<file path="src/rtl/pair_inverse_pkg.sv">
// Purpose: shared types and widths for the pair_inverse preimage scanner.
// Latency: none (declarations only).
// Backpressure: not applicable.
// Contents: scan FSM state enum, candidate index / match counter / operand widths.
package pair_inverse_pkg;

    localparam int IDX_W = 4;
    localparam int CNT_W = 5;
    localparam int OP_W  = 2;

    typedef enum logic [1:0] {
        IDLE = 2'd0,
        SCAN = 2'd1,
        HOLD = 2'd2,
        FIN  = 2'd3
    } state_e;

endpackage

</file>
<file path="src/rtl/pair_inverse_if.sv">
// Purpose: request/result bundle between a scan requester and pair_inverse.
// Latency: none (wires only).
// Backpressure: out_ready from the master stalls the slave's result register.
// Ports: start/target (request), busy/done (status), out_valid/out_ready/out_a/out_b
//        (result handshake), match_count only when PAIR_INVERSE_COUNT_EN is defined.
interface pair_inverse_if;
    import pair_inverse_pkg::*;

    logic            start;
    logic [OP_W-1:0] target;
    logic            busy;
    logic            out_valid;
    logic            out_ready;
    logic [OP_W-1:0] out_a;
    logic [OP_W-1:0] out_b;
    logic            done;
`ifdef PAIR_INVERSE_COUNT_EN
    logic [CNT_W-1:0] match_count;

    modport master (output start, target, out_ready,
                    input  busy, out_valid, out_a, out_b, done, match_count);
    modport slave  (input  start, target, out_ready,
                    output busy, out_valid, out_a, out_b, done, match_count);
`else
    modport master (output start, target, out_ready,
                    input  busy, out_valid, out_a, out_b, done);
    modport slave  (input  start, target, out_ready,
                    output busy, out_valid, out_a, out_b, done);
`endif

endinterface

</file>
<file path="src/rtl/pair_func.sv">
// Purpose: forward function c = F(a,b) whose preimages pair_inverse searches for.
// Latency: combinational.
// Backpressure: none.
// Ports: a, b (operands, p=a[1] q=a[0] r=b[1] s=b[0]) -> c (result).
module pair_func
    import pair_inverse_pkg::*;
(
    input  logic [OP_W-1:0] a,
    input  logic [OP_W-1:0] b,
    output logic [OP_W-1:0] c
);

    logic p, q, r, s;

    assign p = a[1];
    assign q = a[0];
    assign r = b[1];
    assign s = b[0];

    assign c[1] = (~p & r & s) | (~p & q & r) | (p & ~r);
    assign c[0] = (p | q | s) & (q | r) & (~p | r) & (~p | r | s);

endmodule

</file>
<file path="src/rtl/pair_inverse.sv">
// Purpose: scan all 16 (a,b) candidates and stream every pair with F(a,b)==target.
// Latency: start accepted at N, first candidate evaluated at N+1, its match valid at N+2.
// Backpressure: out_valid&~out_ready freezes the candidate index and result (HOLD).
// Ports: clk, rst_n (sync, active-low), bus (pair_inverse_if.slave).
// Parameter DESC: 0 scans idx 0..15, 1 scans idx 15..0; idx = {a, b}.
// Optional PAIR_INVERSE_COUNT_EN adds bus.match_count (accepted transfers this scan).
module pair_inverse
    import pair_inverse_pkg::*;
#(
    parameter bit DESC = 1'b0
) (
    input  logic          clk,
    input  logic          rst_n,
    pair_inverse_if.slave bus
);

    localparam logic [IDX_W-1:0] FIRST_IDX = DESC ? {IDX_W{1'b1}} : {IDX_W{1'b0}};
    localparam logic [IDX_W-1:0] LAST_IDX  = DESC ? {IDX_W{1'b0}} : {IDX_W{1'b1}};

    state_e           state;
    logic [IDX_W-1:0] idx;
    logic [IDX_W-1:0] next_idx;
    logic [OP_W-1:0]  tgt;
    logic [OP_W-1:0]  c;
    logic [OP_W-1:0]  out_a_q;
    logic [OP_W-1:0]  out_b_q;
    logic             out_valid_q;
    logic             scan_end;   // every idx evaluated; only a pending result is left
    logic             stall;
    logic             hit;

    pair_func u_func (
        .a (idx[IDX_W-1:OP_W]),
        .b (idx[OP_W-1:0]),
        .c (c)
    );

    assign hit      = (c == tgt);
    assign stall    = out_valid_q & ~bus.out_ready;
    assign next_idx = DESC ? (idx - IDX_W'(1)) : (idx + IDX_W'(1));

    // SCAN and HOLD share one datapath: HOLD is simply "the result register was
    // blocked", and on release it evaluates the idx that was frozen while blocked.
    always_ff @(posedge clk) begin
        if (!rst_n) begin
            state       <= IDLE;
            idx         <= '0;
            tgt         <= '0;
            out_valid_q <= 1'b0;
            out_a_q     <= '0;
            out_b_q     <= '0;
            scan_end    <= 1'b0;
        end else begin
            case (state)
                IDLE: begin
                    if (bus.start) begin
                        tgt      <= bus.target;
                        idx      <= FIRST_IDX;
                        scan_end <= 1'b0;
                        state    <= SCAN;
                    end
                end
                SCAN, HOLD: begin
                    if (stall) begin
                        state <= HOLD;
                    end else if (scan_end) begin
                        // Last match has just been taken (or was never loaded).
                        out_valid_q <= 1'b0;
                        state       <= FIN;
                    end else begin
                        out_valid_q <= hit;
                        if (hit) begin
                            out_a_q <= idx[IDX_W-1:OP_W];
                            out_b_q <= idx[OP_W-1:0];
                        end
                        if (idx == LAST_IDX) begin
                            // No wrap; a final match still has to be drained.
                            scan_end <= 1'b1;
                            state    <= hit ? SCAN : FIN;
                        end else begin
                            idx   <= next_idx;
                            state <= SCAN;
                        end
                    end
                end
                FIN: begin
                    state <= IDLE;
                end
                default: begin
                    state <= IDLE;
                end
            endcase
        end
    end

    assign bus.busy      = (state == SCAN) || (state == HOLD);
    assign bus.done      = (state == FIN);
    assign bus.out_valid = out_valid_q;
    assign bus.out_a     = out_a_q;
    assign bus.out_b     = out_b_q;

`ifdef PAIR_INVERSE_COUNT_EN
    logic [CNT_W-1:0] match_cnt;
    logic             xfer;

    assign xfer = out_valid_q & bus.out_ready;

    // start is only honoured in IDLE, where no result can be pending.
    always_ff @(posedge clk) begin
        if (!rst_n) begin
            match_cnt <= '0;
        end else if ((state == IDLE) && bus.start) begin
            match_cnt <= '0;
        end else if (xfer) begin
            match_cnt <= match_cnt + CNT_W'(1);
        end
    end

    assign bus.match_count = match_cnt;
`endif

endmodule

</file>
<file path="src/flat_wrapper.sv">
// flat-port wrapper written by rule: the top's interface ports become plain ports
module pair_inverse_flat import pair_inverse_pkg::*;
#(
    parameter bit DESC = 1'b0
)
  (clk, rst_n, bus_start, bus_target, bus_out_ready, bus_busy, bus_out_valid, bus_out_a, bus_out_b, bus_done);
  pair_inverse_if bus_i ();
  input  logic clk;
  input  logic rst_n;
  input wire logic [$bits(bus_i.start)-1:0] bus_start;
  input wire logic [$bits(bus_i.target)-1:0] bus_target;
  input wire logic [$bits(bus_i.out_ready)-1:0] bus_out_ready;
  output wire logic [$bits(bus_i.busy)-1:0] bus_busy;
  output wire logic [$bits(bus_i.out_valid)-1:0] bus_out_valid;
  output wire logic [$bits(bus_i.out_a)-1:0] bus_out_a;
  output wire logic [$bits(bus_i.out_b)-1:0] bus_out_b;
  output wire logic [$bits(bus_i.done)-1:0] bus_done;
  assign bus_i.start = bus_start;
  assign bus_i.target = bus_target;
  assign bus_i.out_ready = bus_out_ready;
  assign bus_busy = bus_i.busy;
  assign bus_out_valid = bus_i.out_valid;
  assign bus_out_a = bus_i.out_a;
  assign bus_out_b = bus_i.out_b;
  assign bus_done = bus_i.done;
  pair_inverse #(.DESC(DESC)) u_core (.clk(clk), .rst_n(rst_n), .bus(bus_i));
endmodule
</file>
<file path="config.mk">
export PLATFORM = sky130hd
export DESIGN_NAME = pair_inverse_flat
export DESIGN_NICKNAME = d
export VERILOG_FILES = /design/src/rtl/pair_inverse_pkg.sv /design/src/rtl/pair_inverse_if.sv /design/src/rtl/pair_func.sv /design/src/rtl/pair_inverse.sv /design/src/flat_wrapper.sv
export SDC_FILE = /design/constraint.sdc
export NUM_CORES = 1
export LEC_CHECK = 0
export CAP_MARGIN = 20
export CORE_UTILIZATION = 45
export CTS_CLUSTER_SIZE = 12
export DETAILED_ROUTE_END_ITERATION = 8
export PLACE_DENSITY = 0.71
export SLEW_MARGIN = 30
export SYNTH_ARGS = -nofsm -noshare
export SYNTH_HDL_FRONTEND = slang
export SYNTH_SLANG_ARGS = --single-unit
export TNS_END_PERCENT = 100
</file>
<file path="constraint.sdc">
create_clock -name clk -period 1.9 [get_ports clk]
set_input_delay 0.57 -clock clk [delete_from_list [all_inputs] [get_ports clk]]
set_output_delay 0.57 -clock clk [all_outputs]
set_load 0.005 [all_outputs]
</file>
==> results by group, run 1 <==
Status
  • Status: completed

Yosys
  • Share of the yosys chip area belonging to registers: 34.8%
  • Main flop type after synthesis: sky130_fd_sc_hd__dfxtp_1
  • Number of synthesized flops with an enable pin: 0
  • Synth top cells by count: sky130_fd_sc_hd__dfxtp_1 (14), sky130_fd_sc_hd__nand2_1 (12), sky130_fd_sc_hd__nor2_1 (6)
  • XOR/XNOR Fraction of Synth Area: 1.09%
  • Synthesized instance count: 88
  • Multiplexer area fraction after synthesis: 4.97%
  • Post-synthesis net count: 98
  • Largest family of logic cells by synthesized area: compound AO/OA/AOI/OAI gates
  • Number of distinct library cells after synthesis: 31
  • Synthesized-area fraction occupied by adder cells: 6.21%
  • Syn Area/Cell: 9.16 um^2
  • FF+latch count, synth: 14
  • Compound-cell area share of the yosys netlist: 27.8%
  • Cell area after synthesis: 806 um^2
  • Post-synthesis share of cell area spent on and, or, nand and nor gates: 19.6%
  • Most repeated cell in the gate-level netlist after synthesis: sky130_fd_sc_hd__dfxtp_1
  • Largest cells by area after synthesis: sky130_fd_sc_hd__dfxtp_1 (35%), sky130_fd_sc_hd__ha_1 (6.2%), sky130_fd_sc_hd__nand2_1 (5.6%)
  • Yosys warning total: 0
  • Post-synthesis cell type with the largest combined area: sky130_fd_sc_hd__dfxtp_1
  • Async set or reset register ratio after synthesis: 0%
  • Yosys top cell area share: 34.8%

Placed design
  • Placement Cell Area: 1010 um^2
  • Port Buf Inserts: 12
  • Hpwl dp: 1.29 mm
  • Final weighted congestion of routability-driven global placement: 0.806
  • Setup slack after placement: -0.238 ns

Job
  • Number of max-cap violations: 0

Critical path
  • Delay of the slowest cell on the worst path: 0.35 ns
  • Data arrival time at the worst-slack endpoint: 1.23 ns
  • Kind of critical path: flop to output port
  • Critical path required time: 1.33 ns
  • Startpoint type of the worst setup path: flop
  • Cell breakdown of the critical path: inv_1 -> ha_4 -> dlygate4sd2_1
  • Crit-path max FO: 5
  • Crit end category: output port
  • Slowest cell on the critical path: sky130_fd_sc_hd__dfxtp_2

Detailed routing
  • Routed via count: 712
  • Via/cell ratio: 5.16
  • DRC violation count after routing: 0
  • Initial drt markers: 8
  • Remaining antenna violation count: 0
  • Detail-routed net length per standard cell: 12.1 um
  • Routed wire length: 1.67 mm
  • Iteration count of the initial detailed-routing pass: 3

Global route
  • Number of antenna violations at the first check in global routing: 0
  • Maximum number of pins on one net before global-route repair: 16
  • Via count of the first global-routing pass: 689
  • Combined global-route utilization of all metal layers: 20.6%
  • Global-route wire length before repair: 2.93 mm
  • Total gr overflow: 0

Timing
  • Setup repair after global routing missed its margin: no
  • Clock period minus final worst setup slack: 1.80 ns
  • Worst slew pin tran: 0.510 ns
  • Setup WS post-layout: 0.103 ns
  • Final number of setup-violating endpoints: 0
  • Worst-case headroom to the max-slew limit: 65.7%
  • Achievable clock frequency: 556 MHz
  • Clock skew after layout: 0.00765 ns
  • Final Max Slew Viols: 0
  • Final hold slack: 0.461 ns
  • Fin crit share: 94.6%
  • Total count of hold-check failures in the final report: 0

Clock tree
  • Clock slew at the register clock pins of the worst setup and hold paths: 0.08 ns
  • TritonCTS clock tree: done
  • Deepest level of the CTS H-tree: 1
  • Number of clock sinks: 14
  • TritonCTS Buffers: 3
  • Source-to-sink clock delay at the later pin of the worst-skew pair: 0.28 ns
  • Number of hold buffers added after cts: 0
  • Max Buffers Root-to-Sink: 2
  • Buffer cell driving the clock tree root: sky130_fd_sc_hd__clkbuf_4

Power and ir drop
  • Cell area power density: 697 nW/um^2
  • Pwr Total: 0.000753 W
  • IR drop worst, VDD: 0.644 mV
  • Leakage power: 0.451 nW

Final layout
  • P&R area growth vs syn: 34.0%
  • Final std cell area, no fill: 1080 um^2
  • Core occupancy in the finished layout: 67.7%
  • Total inserted antenna cells: 0
  • Number of fillers in the final layout: 134
  • Fraction of layout instances using a drive strength above 1: 24.6%
  • # nets final: 125

Floorplanning
  • Initial standard-cell utilization of the core: 50.5%
  • Y dimension of the die: 44.3 um
  • Core Area: 1590 um^2
  • Floorplan row count: 14
  • Die area: 1960 um^2
  • Io pins: 13
  • Die X: 44.3 um

Min path
  • HP Class: flop to flop
[timing repair]
item                                   4_1_cts  5_1_grt
setup buffers                                1        1
resized for setup                            5        2
pin swaps                                    1        2
setup endpoints to repair                    1        5
endpoints found under the hold margin        0        0
[worst max-delay path, delay by kind of cell (launching register included)]
family	cells	cell delay (ns)
DFF	1	0.35
adders and majority gates	1	0.29
buffers and inverters	2	0.31
[sequential cells by signal (all words and copies together), names as in the netlist]
signal / flops
u_core.bus.out_valid: 1
u_core.scan_end: 1
u_core.bus.out_a: 2
u_core.tgt: 2
u_core.state: 2
u_core.bus.out_b: 2
u_core.idx: 4
[metal layers]
metal / share of wire [%] / vias up / track usage, % / wire (um)
met4: 1.0 / 0 / 9.70 / 17
li1: - / 369 / - / -
met5: 0 / - / 0 / 0
met2: 48 / 13 / 32.1 / 803
met3: 3.4 / 4 / 6.12 / 56
met1: 47 / 326 / 26.1 / 793
[logic make-up after synthesis]
group | after synthesis
AOI/OAI and AO/OA | 25
xor gates and xnor gates | 1
adders and majority gates | 4
buffers and inverters | 8
DFF | 14
muxes | 4
and+or+nand+nor | 32
[final cells by class]
type	count	area, um^2	share of cell area, %
inverters	5	18.8	1.74
repair buffers	25	218	20.2
multi-input cells	66	494	45.8
clock buffers	4	36.3	3.36
flip-flops and latches	14	283	26.2
well taps	24	30.0	2.78
[stage by stage]
step	instances	setup TNS [ns]
2_1_floorplan	88	0
3_3_place_gp	132	-1.42
3_5_place_dp	132	-1.52
4_1_cts	137	0
5_1_grt	138	0
6_report	138	0
[cell usage in the layout, fill, tap and decap left out, types with 2 or more instances in the layout]
master / netlist / layout
sky130_fd_sc_hd__buf_4: 2 / 13
sky130_fd_sc_hd__nand2_1: 12 / 12
sky130_fd_sc_hd__dfxtp_1: 14 / 12
sky130_fd_sc_hd__clkdlybuf4s50_1: 0 / 9
sky130_fd_sc_hd__nor2_1: 6 / 6
sky130_fd_sc_hd__inv_1: 5 / 5
sky130_fd_sc_hd__a21boi_0: 5 / 5
sky130_fd_sc_hd__nand3_1: 4 / 4
sky130_fd_sc_hd__mux2i_1: 4 / 4
sky130_fd_sc_hd__a31o_2: 3 / 3
sky130_fd_sc_hd__o21ai_0: 3 / 3
sky130_fd_sc_hd__ha_1: 4 / 3
sky130_fd_sc_hd__clkbuf_4: 0 / 3
sky130_fd_sc_hd__nand2b_1: 2 / 2
sky130_fd_sc_hd__nor2b_1: 2 / 2
sky130_fd_sc_hd__a211oi_1: 2 / 2
sky130_fd_sc_hd__nand3b_1: 2 / 2
sky130_fd_sc_hd__a21oi_1: 2 / 2
sky130_fd_sc_hd__and3_1: 2 / 2
sky130_fd_sc_hd__dlygate4sd2_1: 0 / 2
sky130_fd_sc_hd__dfxtp_2: 0 / 2
[power by group]
part,leakage [nW],switching (W),internal [W]
sequential,0.115,0.0000135,0.000311
combinational,0.315,0.000100,0.000116
clock,0.0210,0.0000953,0.000117
[path summary, 6_finish.rpt]
check	end	slack [ns]	cells after the start	start
max	bus_busy	0.10	3	u_core.state[0]$_SDFFE_PN0P_
min	u_core.bus.out_a[1]$_SDFFE_PN0P_	0.46	2	u_core.bus.out_a[1]$_SDFFE_PN0P_
max reg2reg	u_core.idx[0]$_SDFFE_PN0P_	0.11	7	u_core.state[0]$_SDFFE_PN0P_
min reg2reg	u_core.bus.out_a[1]$_SDFFE_PN0P_	0.46	2	u_core.bus.out_a[1]$_SDFFE_PN0P_
(Power assumes the default switching activity.)
==> run 2: changes to the inputs <==
--- a/config.mk
+++ b/config.mk
@@ -9,7 +9,7 @@
 export CORE_UTILIZATION = 45
 export CTS_CLUSTER_SIZE = 12
 export DETAILED_ROUTE_END_ITERATION = 8
-export PLACE_DENSITY = 0.71
+export PLACE_DENSITY = 0.82
 export SLEW_MARGIN = 30
 export SYNTH_ARGS = -nofsm -noshare
 export SYNTH_HDL_FRONTEND = slang
==> run 2 against run 1 <==
  * Non-clock buffer count up 1
  * Hold slack better by 0.0044 ns
  * Critical endpoint is now u_core.idx[2]$_SDFFE_PN0P_
  * Register-to-register slack worse by 0.02 ns
  * Critical path type is now flop to flop
==> results by group, run 2 (same netlist as run 1, synthesis figures left out) <==
Power and ir drop
  • Cell area power density: 695 nW/um^2 (-0.26%)
  • Leakage power: 0.446 nW (-0.98%)
  • IR drop worst, VDD: 0.494 mV (-23%)

Critical path
  • Slowest cell on the critical path: sky130_fd_sc_hd__dfxtp_2
  • Cell breakdown of the critical path: inv_1 -> ha_4 -> buf_4 -> and3b_1 -> a2111oi_4 -> a211oi_1 -> a31o_2
  • End of the worst register-to-register path: u_core.idx[2]$_SDFFE_PN0P_
  • Startpoint of the most critical register-to-register path: u_core.state[1]$_SDFFE_PN0P_
  • Crit end category: flop
  • Total number of cells along the worst setup path: 7 (+4)
  • CP Buf/Inv Count: 2 (unchanged)
  • Data arrival time at the worst-slack endpoint: 1.99 ns (+0.76 ns)
  • Kind of critical path: flop to flop
  • Critical path required time: 2.08 ns (+0.75 ns)
  • Worst reg2reg setup slack: 0.09 ns (-0.02 ns)
  • Delay of the slowest cell on the worst path: 0.33 ns (-0.02 ns)
  • Worst setup path startpoint: u_core.state[1]$_SDFFE_PN0P_
  • Timing endpoint of the critical path: u_core.idx[2]$_SDFFE_PN0P_
  • Startpoint type of the worst setup path: flop
  • Cells on worst reg2reg path: 7 (unchanged)
  • Largest delay share family, worst path: compound AO/OA/AOI/OAI gates
  • Crit-path max FO: 8 (+3)

Floorplanning
  • Core Area: 1590 um^2 (unchanged)
  • Io pins: 13 (unchanged)
  • Floorplan row count: 14 (unchanged)
  • Die X: 44.3 um (unchanged)
  • Y dimension of the die: 44.3 um (unchanged)
  • Die area: 1960 um^2 (unchanged)
  • Initial standard-cell utilization of the core: 50.5% (unchanged)

Clock tree
  • TritonCTS clock tree: done
  • Number of hold buffers added after cts: 0 (unchanged)
  • TritonCTS Buffers: 3 (unchanged)
  • Deepest level of the CTS H-tree: 1 (unchanged)
  • Buffer cell driving the clock tree root: sky130_fd_sc_hd__clkbuf_4
  • Clock slew at the register clock pins of the worst setup and hold paths: 0.08 ns (about the same)
  • Number of clock sinks: 14 (unchanged)
  • Source-to-sink clock delay at the later pin of the worst-skew pair: 0.28 ns (about the same)
  • Max Buffers Root-to-Sink: 2 (unchanged)

Timing
  • Clock period minus final worst setup slack: 1.81 ns (+0.00988 ns)
  • Setup_tns: 0 ns (unchanged)
  • Setup repair after global routing missed its margin: no
  • Final number of setup-violating endpoints: 0 (unchanged)
  • Clock skew after layout: 0.000879 ns (-0.00677 ns)
  • Final hold slack: 0.465 ns (+0.00441 ns)
  • Worst-case headroom to the max-slew limit: 63.7% (-2.0 points)
  • Worst slew pin tran: 0.539 ns (+0.0296 ns)
  • Final Max Slew Viols: 0 (unchanged)
  • Total count of hold-check failures in the final report: 0 (unchanged)
  • Achievable clock frequency: 553 MHz (-0.55%)
  • Fin crit share: 95.1% (+0.52 points)

Detailed routing
  • DRC violation count after routing: 0 (unchanged)
  • Iteration count of the initial detailed-routing pass: 4 (+1)
  • Routed wire length: 1.80 mm (+8.0%)
  • Initial drt markers: 30 (+22)
  • Detail-routed net length per standard cell: 13.0 um (+7.2%)
  • Routed via count: 733 (+2.9%)
  • Via/cell ratio: 5.27 (+2.2%)
  • Remaining antenna violation count: 0 (unchanged)

Status
  • Status: completed

Job
  • Number of max-cap violations: 0 (unchanged)

Final layout
  • Total inserted antenna cells: 0 (unchanged)
  • P&R area growth vs syn: 34.5%
  • Non-filler cells, final: 139 (+0.72%)
  • Core occupancy in the finished layout: 68.0% (+0.24 points)
  • Fraction of layout instances using a drive strength above 1: 25.2% (+0.66 points)
  • Most common cell after layout, fill and taps aside: sky130_fd_sc_hd__buf_4
  • Leading cell types in the layout, fill and taps excluded: sky130_fd_sc_hd__buf_4 (14), sky130_fd_sc_hd__nand2_1 (12), sky130_fd_sc_hd__dfxtp_1 (12)
  • Register name with the most flops: u_core.idx
  • # nets final: 126 (+0.80%)
  • Flip-flop count of the largest register, all copies and words added: 4 (unchanged)

Global route
  • Maximum number of pins on one net before global-route repair: 16 (unchanged)
  • Total gr overflow: 0 (unchanged)
  • Combined global-route utilization of all metal layers: 21.3% (+0.71 points)
  • Global-route wire length before repair: 3.02 mm (+3.1%)
  • Via count of the first global-routing pass: 693 (+0.58%)
  • Number of antenna violations at the first check in global routing: 0 (unchanged)

Min path
  • HP Class: flop to flop

Placed design
  • Final weighted congestion of routability-driven global placement: 0.826 (+2.5%)
  • Hpwl dp: 1.31 mm (+1.5%)
  • Instance count after placement with tap cells included: 133 (+0.76%)
  • Port Buf Inserts: 12 (unchanged)
run 2: cell count changes in the layout (fill, tap and decap cells not counted):
cell	previous run	this run
sky130_fd_sc_hd__a21boi_0	5	4
sky130_fd_sc_hd__a21boi_1	0	1
sky130_fd_sc_hd__inv_2	0	1
sky130_fd_sc_hd__buf_4	13	14
sky130_fd_sc_hd__and3b_1	0	1
sky130_fd_sc_hd__dlymetal6s2s_1	1	0
sky130_fd_sc_hd__inv_1	5	4
sky130_fd_sc_hd__and3b_2	1	0
sky130_fd_sc_hd__clkdlybuf4s50_1	9	10
run 2: worst register-to-register path: stages, from the launching register on:
cell	delay, ns
sky130_fd_sc_hd__dfxtp_2	0.33
sky130_fd_sc_hd__inv_1	0.11
sky130_fd_sc_hd__ha_4	0.22
sky130_fd_sc_hd__buf_4	0.16
sky130_fd_sc_hd__and3b_1	0.21
sky130_fd_sc_hd__a2111oi_4	0.28
sky130_fd_sc_hd__a211oi_1	0.15
sky130_fd_sc_hd__a31o_2	0.24
run 2: stage by stage:
stage          setup slack (ns)  total power, W  instance area, um^2
2_1_floorplan            0.0783        0.000450                  806
3_3_place_gp             -0.121        0.000529                 1020
3_5_place_dp             -0.198        0.000534                 1020
4_1_cts                  0.0642        0.000756                 1080
5_1_grt                  0.0268        0.000789                 1080
6_report                 0.0931        0.000753                 1080
run 2: repair_timing:
item | 4_1_cts | 5_1_grt
gates resized for setup | 5 | 2
endpoints found under the setup margin | 2 | 1
buffers inserted | 2 | 0
cloned | 0 | 0
endpoints found under the hold margin | 0 | 0
pin swaps | 0 | 1
run 2: per-layer routing:
layer	vias to the layer above	share of wire [%]	track usage, %
met1	346	46	25.5
met2	17	48	35.3
met4	0	0.83	9.09
met5	-	0	0
met3	2	5.7	6.53
li1	368	-	-
run 2: how the worst min path moves through the flow:
stage                                startpoint                                to  slack (ns)  cells past startpoint
2_1_floorplan  u_core.bus.out_a[0]$_SDFFE_PN0P_  u_core.bus.out_a[0]$_SDFFE_PN0P_        0.45                      2
3_3_place_gp   u_core.bus.out_b[1]$_SDFFE_PN0P_  u_core.bus.out_b[1]$_SDFFE_PN0P_        0.45                      2
3_5_place_dp   u_core.bus.out_b[0]$_SDFFE_PN0P_  u_core.bus.out_b[0]$_SDFFE_PN0P_        0.45                      2
4_1_cts        u_core.bus.out_b[0]$_SDFFE_PN0P_  u_core.bus.out_b[0]$_SDFFE_PN0P_        0.47                      2
5_1_grt        u_core.bus.out_a[1]$_SDFFE_PN0P_  u_core.bus.out_a[1]$_SDFFE_PN0P_        0.49                      2
6_report       u_core.bus.out_a[1]$_SDFFE_PN0P_  u_core.bus.out_a[1]$_SDFFE_PN0P_        0.47                      2
run 2: where the power goes:
| part | internal [W] | switching [W] | total (W) |
|---|---|---|---|
| Combinational | 0.000114 | 0.0000999 | 0.000214 |
| Clock | 0.000117 | 0.0000969 | 0.000214 |
| Sequential | 0.000311 | 0.0000144 | 0.000325 |
run 2: area by class of cell:
type / count / area (um^2)
Sequential cell: 14 / 283
Multi-Input combinational cell: 66 / 493
Timing Repair Buffer: 26 / 223
Inverter: 5 / 18.8
Tap cell: 24 / 30.0
Fill cell: 129 / 510
Clock buffer: 4 / 36.3
==> run 3: changes to the inputs <==
--- a/config.mk
+++ b/config.mk
@@ -6,6 +6,7 @@
 export NUM_CORES = 1
 export LEC_CHECK = 0
 export CAP_MARGIN = 20
+export CORE_MARGIN = 3
 export CORE_UTILIZATION = 45
 export CTS_CLUSTER_SIZE = 12
 export DETAILED_ROUTE_END_ITERATION = 8
==> run 3 against run 2 <==
  * Routed wire length is 13% higher
  * Setup slack worse by 0.014 ns
  * Via count is 9.3% higher
  * Critical path depth is 1 higher
  * Non-clock buffer count is 5 higher
  * Register-to-register slack hardly changed
  * Clock skew is 0.0013 ns higher
  * Hold slack better by 0.0016 ns
  * Clock power is 3% higher
==> results by group, run 3 (same netlist as run 1, synthesis figures left out) <==
Status
  • Status: completed

Detailed routing
  • Routed wire length: 2.04 mm (+13%)
  • Routed via count: 801 (+9.3%)
  • DRC violation count after routing: 0 (unchanged)
  • Remaining antenna violation count: 0 (unchanged)
  • Detail-routed net length per standard cell: 14.2 um (+9.4%)
  • Initial drt markers: 21 (-30%)
  • Iteration count of the initial detailed-routing pass: 4 (unchanged)
  • Via/cell ratio: 5.56 (+5.5%)

Final layout
  • Number of fillers in the final layout: 121 (-6.2%)
  • Non-filler cells, final: 144 (+3.6%)
  • P&R area growth vs syn: 41.0%
  • # nets final: 131 (+4.0%)
  • Most common cell after layout, fill and taps aside: sky130_fd_sc_hd__buf_4
  • Fraction of layout instances using a drive strength above 1: 31.7% (+6.4 points)
  • Leading cell types in the layout, fill and taps excluded: sky130_fd_sc_hd__buf_4 (18), sky130_fd_sc_hd__nand2_1 (12), sky130_fd_sc_hd__dfxtp_1 (12)
  • Total inserted antenna cells: 0 (unchanged)
  • Register name with the most flops: u_core.idx
  • Flip-flop count of the largest register, all copies and words added: 4 (unchanged)

Critical path
  • Startpoint type of the worst setup path: flop
  • End of the worst register-to-register path: u_core.bus.out_a[0]$_SDFFE_PN0P_
  • Crit-path max FO: 5 (-3)
  • Delay of the slowest cell on the worst path: 0.35 ns (+0.02 ns)
  • Critical path required time: 2.12 ns (+0.04 ns)
  • Cells on worst reg2reg path: 8 (+1)
  • Kind of critical path: flop to flop
  • Cell breakdown of the critical path: inv_2 -> ha_4 -> buf_6 -> buf_4 -> o21ai_0 -> a211oi_4 -> buf_4 -> mux2i_1
  • Crit end category: flop
  • CP most frequent cell: sky130_fd_sc_hd__buf_4
  • CP Buf/Inv Count: 4 (+2)
  • Largest delay share family, worst path: buffers and inverters
  • Worst reg2reg setup slack: 0.08 ns (about the same)
  • Startpoint of the most critical register-to-register path: u_core.state[1]$_SDFFE_PN0P_
  • Slowest cell on the critical path: sky130_fd_sc_hd__dfxtp_2
  • Data arrival time at the worst-slack endpoint: 2.04 ns (+0.05 ns)

Placed design
  • Port Buf Inserts: 12 (unchanged)
  • Instance count after placement with tap cells included: 135 (+1.5%)
  • Setup slack after placement: -0.203 ns (-0.00577 ns)
  • Final weighted congestion of routability-driven global placement: 0.772 (-6.5%)
  • Hpwl dp: 1.41 mm (+7.8%)

Timing
  • Worst-case headroom to the max-slew limit: 65.6% (+2.0 points)
  • Final number of setup-violating endpoints: 0 (unchanged)
  • Achievable clock frequency: 549 MHz (-0.75%)
  • Final Max Slew Viols: 0 (unchanged)
  • Total count of hold-check failures in the final report: 0 (unchanged)
  • Final hold slack: 0.467 ns (+0.00162 ns)
  • Clock skew after layout: 0.00223 ns (+0.00135 ns)
  • Setup WS post-layout: 0.0795 ns (-0.0136 ns)
  • Fin crit share: 95.8% (+0.72 points)
  • Clock period minus final worst setup slack: 1.82 ns (+0.0136 ns)
  • Worst slew pin tran: 0.510 ns (-0.0293 ns)

Global route
  • Total gr overflow: 0 (unchanged)
  • Number of antenna violations at the first check in global routing: 0 (unchanged)
  • Maximum number of pins on one net before global-route repair: 16 (unchanged)
  • Via count of the first global-routing pass: 784 (+13%)
  • Combined global-route utilization of all metal layers: 18.6% (-2.8 points)
  • Global-route wire length before repair: 3.41 mm (+13%)

Min path
  • Worst hold start: u_core.bus.out_a[1]$_SDFFE_PN0P_
  • Hold EP: u_core.bus.out_a[1]$_SDFFE_PN0P_
  • Cells on Worst Hold Path: 2 (unchanged)
  • HP Class: flop to flop

Clock tree
  • Source-to-sink clock delay at the later pin of the worst-skew pair: 0.29 ns (about the same)
  • Number of hold buffers added after cts: 0 (unchanged)
  • TritonCTS clock tree: done
  • TritonCTS Buffers: 3 (unchanged)
  • Number of clock sinks: 14 (unchanged)
  • Max Buffers Root-to-Sink: 2 (unchanged)
  • Deepest level of the CTS H-tree: 1 (unchanged)
  • Buffer cell driving the clock tree root: sky130_fd_sc_hd__clkbuf_4
  • Clock slew at the register clock pins of the worst setup and hold paths: 0.09 ns (about the same)

Power and ir drop
  • Cell area power density: 713 nW/um^2 (+2.5%)
  • IR drop worst, VDD: 0.511 mV (+3.6%)
  • Leakage power: 0.477 nW (+6.9%)

Floorplanning
  • Die area: 2330 um^2 (+19%)
  • Initial standard-cell utilization of the core: 50.5% (unchanged)
  • Floorplan row count: 14 (unchanged)
  • Io pins: 13 (unchanged)
  • Core Area: 1590 um^2 (unchanged)
  • Y dimension of the die: 48.3 um (+9.0%)
  • Die X: 48.3 um (+9.0%)

Job
  • Number of max-cap violations: 0 (unchanged)
==> run 3: report_power, final <==
group,switching [W],internal [W]
Sequential,0.0000127,0.000311
Combinational,0.000119,0.000146
Clock,0.000104,0.000117
Total,0.000236,0.000573
==> run 3: cell type report <==
class                      instances  area (um^2)  area share, %
timing repair buffer              31          264           23.2
tap                               24         30.0           2.64
multi-input combinational         66          504           44.4
clock buffer                       4         36.3           3.19
inverter                           5         18.8           1.65
sequential                        14          283           24.9
==> run 3: worst max path at each step <==
| stage | start | endpoint | slack [ns] | depth (start not counted) |
|---|---|---|---|---|
| after floorplan | u_core.state[0]$_SDFFE_PN0P_ | u_core.idx[2]$_SDFFE_PN0P_ | 0.08 | 7 |
| after global placement | bus_out_ready | u_core.idx[1]$_SDFFE_PN0P_ | -0.13 | 6 |
| after detailed placement | bus_out_ready | u_core.idx[1]$_SDFFE_PN0P_ | -0.20 | 6 |
| after CTS | bus_out_ready | u_core.idx[0]$_SDFFE_PN0P_ | 0.04 | 6 |
| after global routing | u_core.state[1]$_SDFFE_PN0P_ | u_core.bus.out_a[1]$_SDFFE_PN0P_ | -0.007 | 8 |
| final | u_core.state[1]$_SDFFE_PN0P_ | u_core.bus.out_a[0]$_SDFFE_PN0P_ | 0.08 | 8 |
==> run 3: per-stage QoR <==
step	area (um^2)	TNS [ns]	util [%]	power [W]
final	1140	0	71.3	0.000810
after global routing	1140	-0.00797	71.3	0.000855
after CTS	1130	0	71.1	0.000803
after detailed placement	1030	-1.23	64.9	0.000546
after global placement	1030	-0.989	64.9	0.000539
after floorplan	806	0	-	0.000450
==> run 3: repair_timing <==
action                                  CTS  global route
buffers inserted                          5             1
endpoints found under the setup margin    6             5
pin swaps                                 4             3
gates resized for setup                  10             2
==> run 3: routing by layer <==
| metal | vias to the layer above | track usage [%] | wire, um |
|---|---|---|---|
| met1 | 376 | 22.1 | 903 |
| met5 | - | 0 | 0 |
| met2 | 36 | 30.7 | 980 |
| met4 | 0 | 11.8 | 55 |
| met3 | 9 | 3.37 | 105 |
| li1 | 380 | - | - |
==> run 3: tightest hold or removal path, cell delays in order (launching register included) <==
cell and delay [ns]:
sky130_fd_sc_hd__dfxtp_1 0.32, sky130_fd_sc_hd__nand2_1 0.05, sky130_fd_sc_hd__mux2i_1 0.05
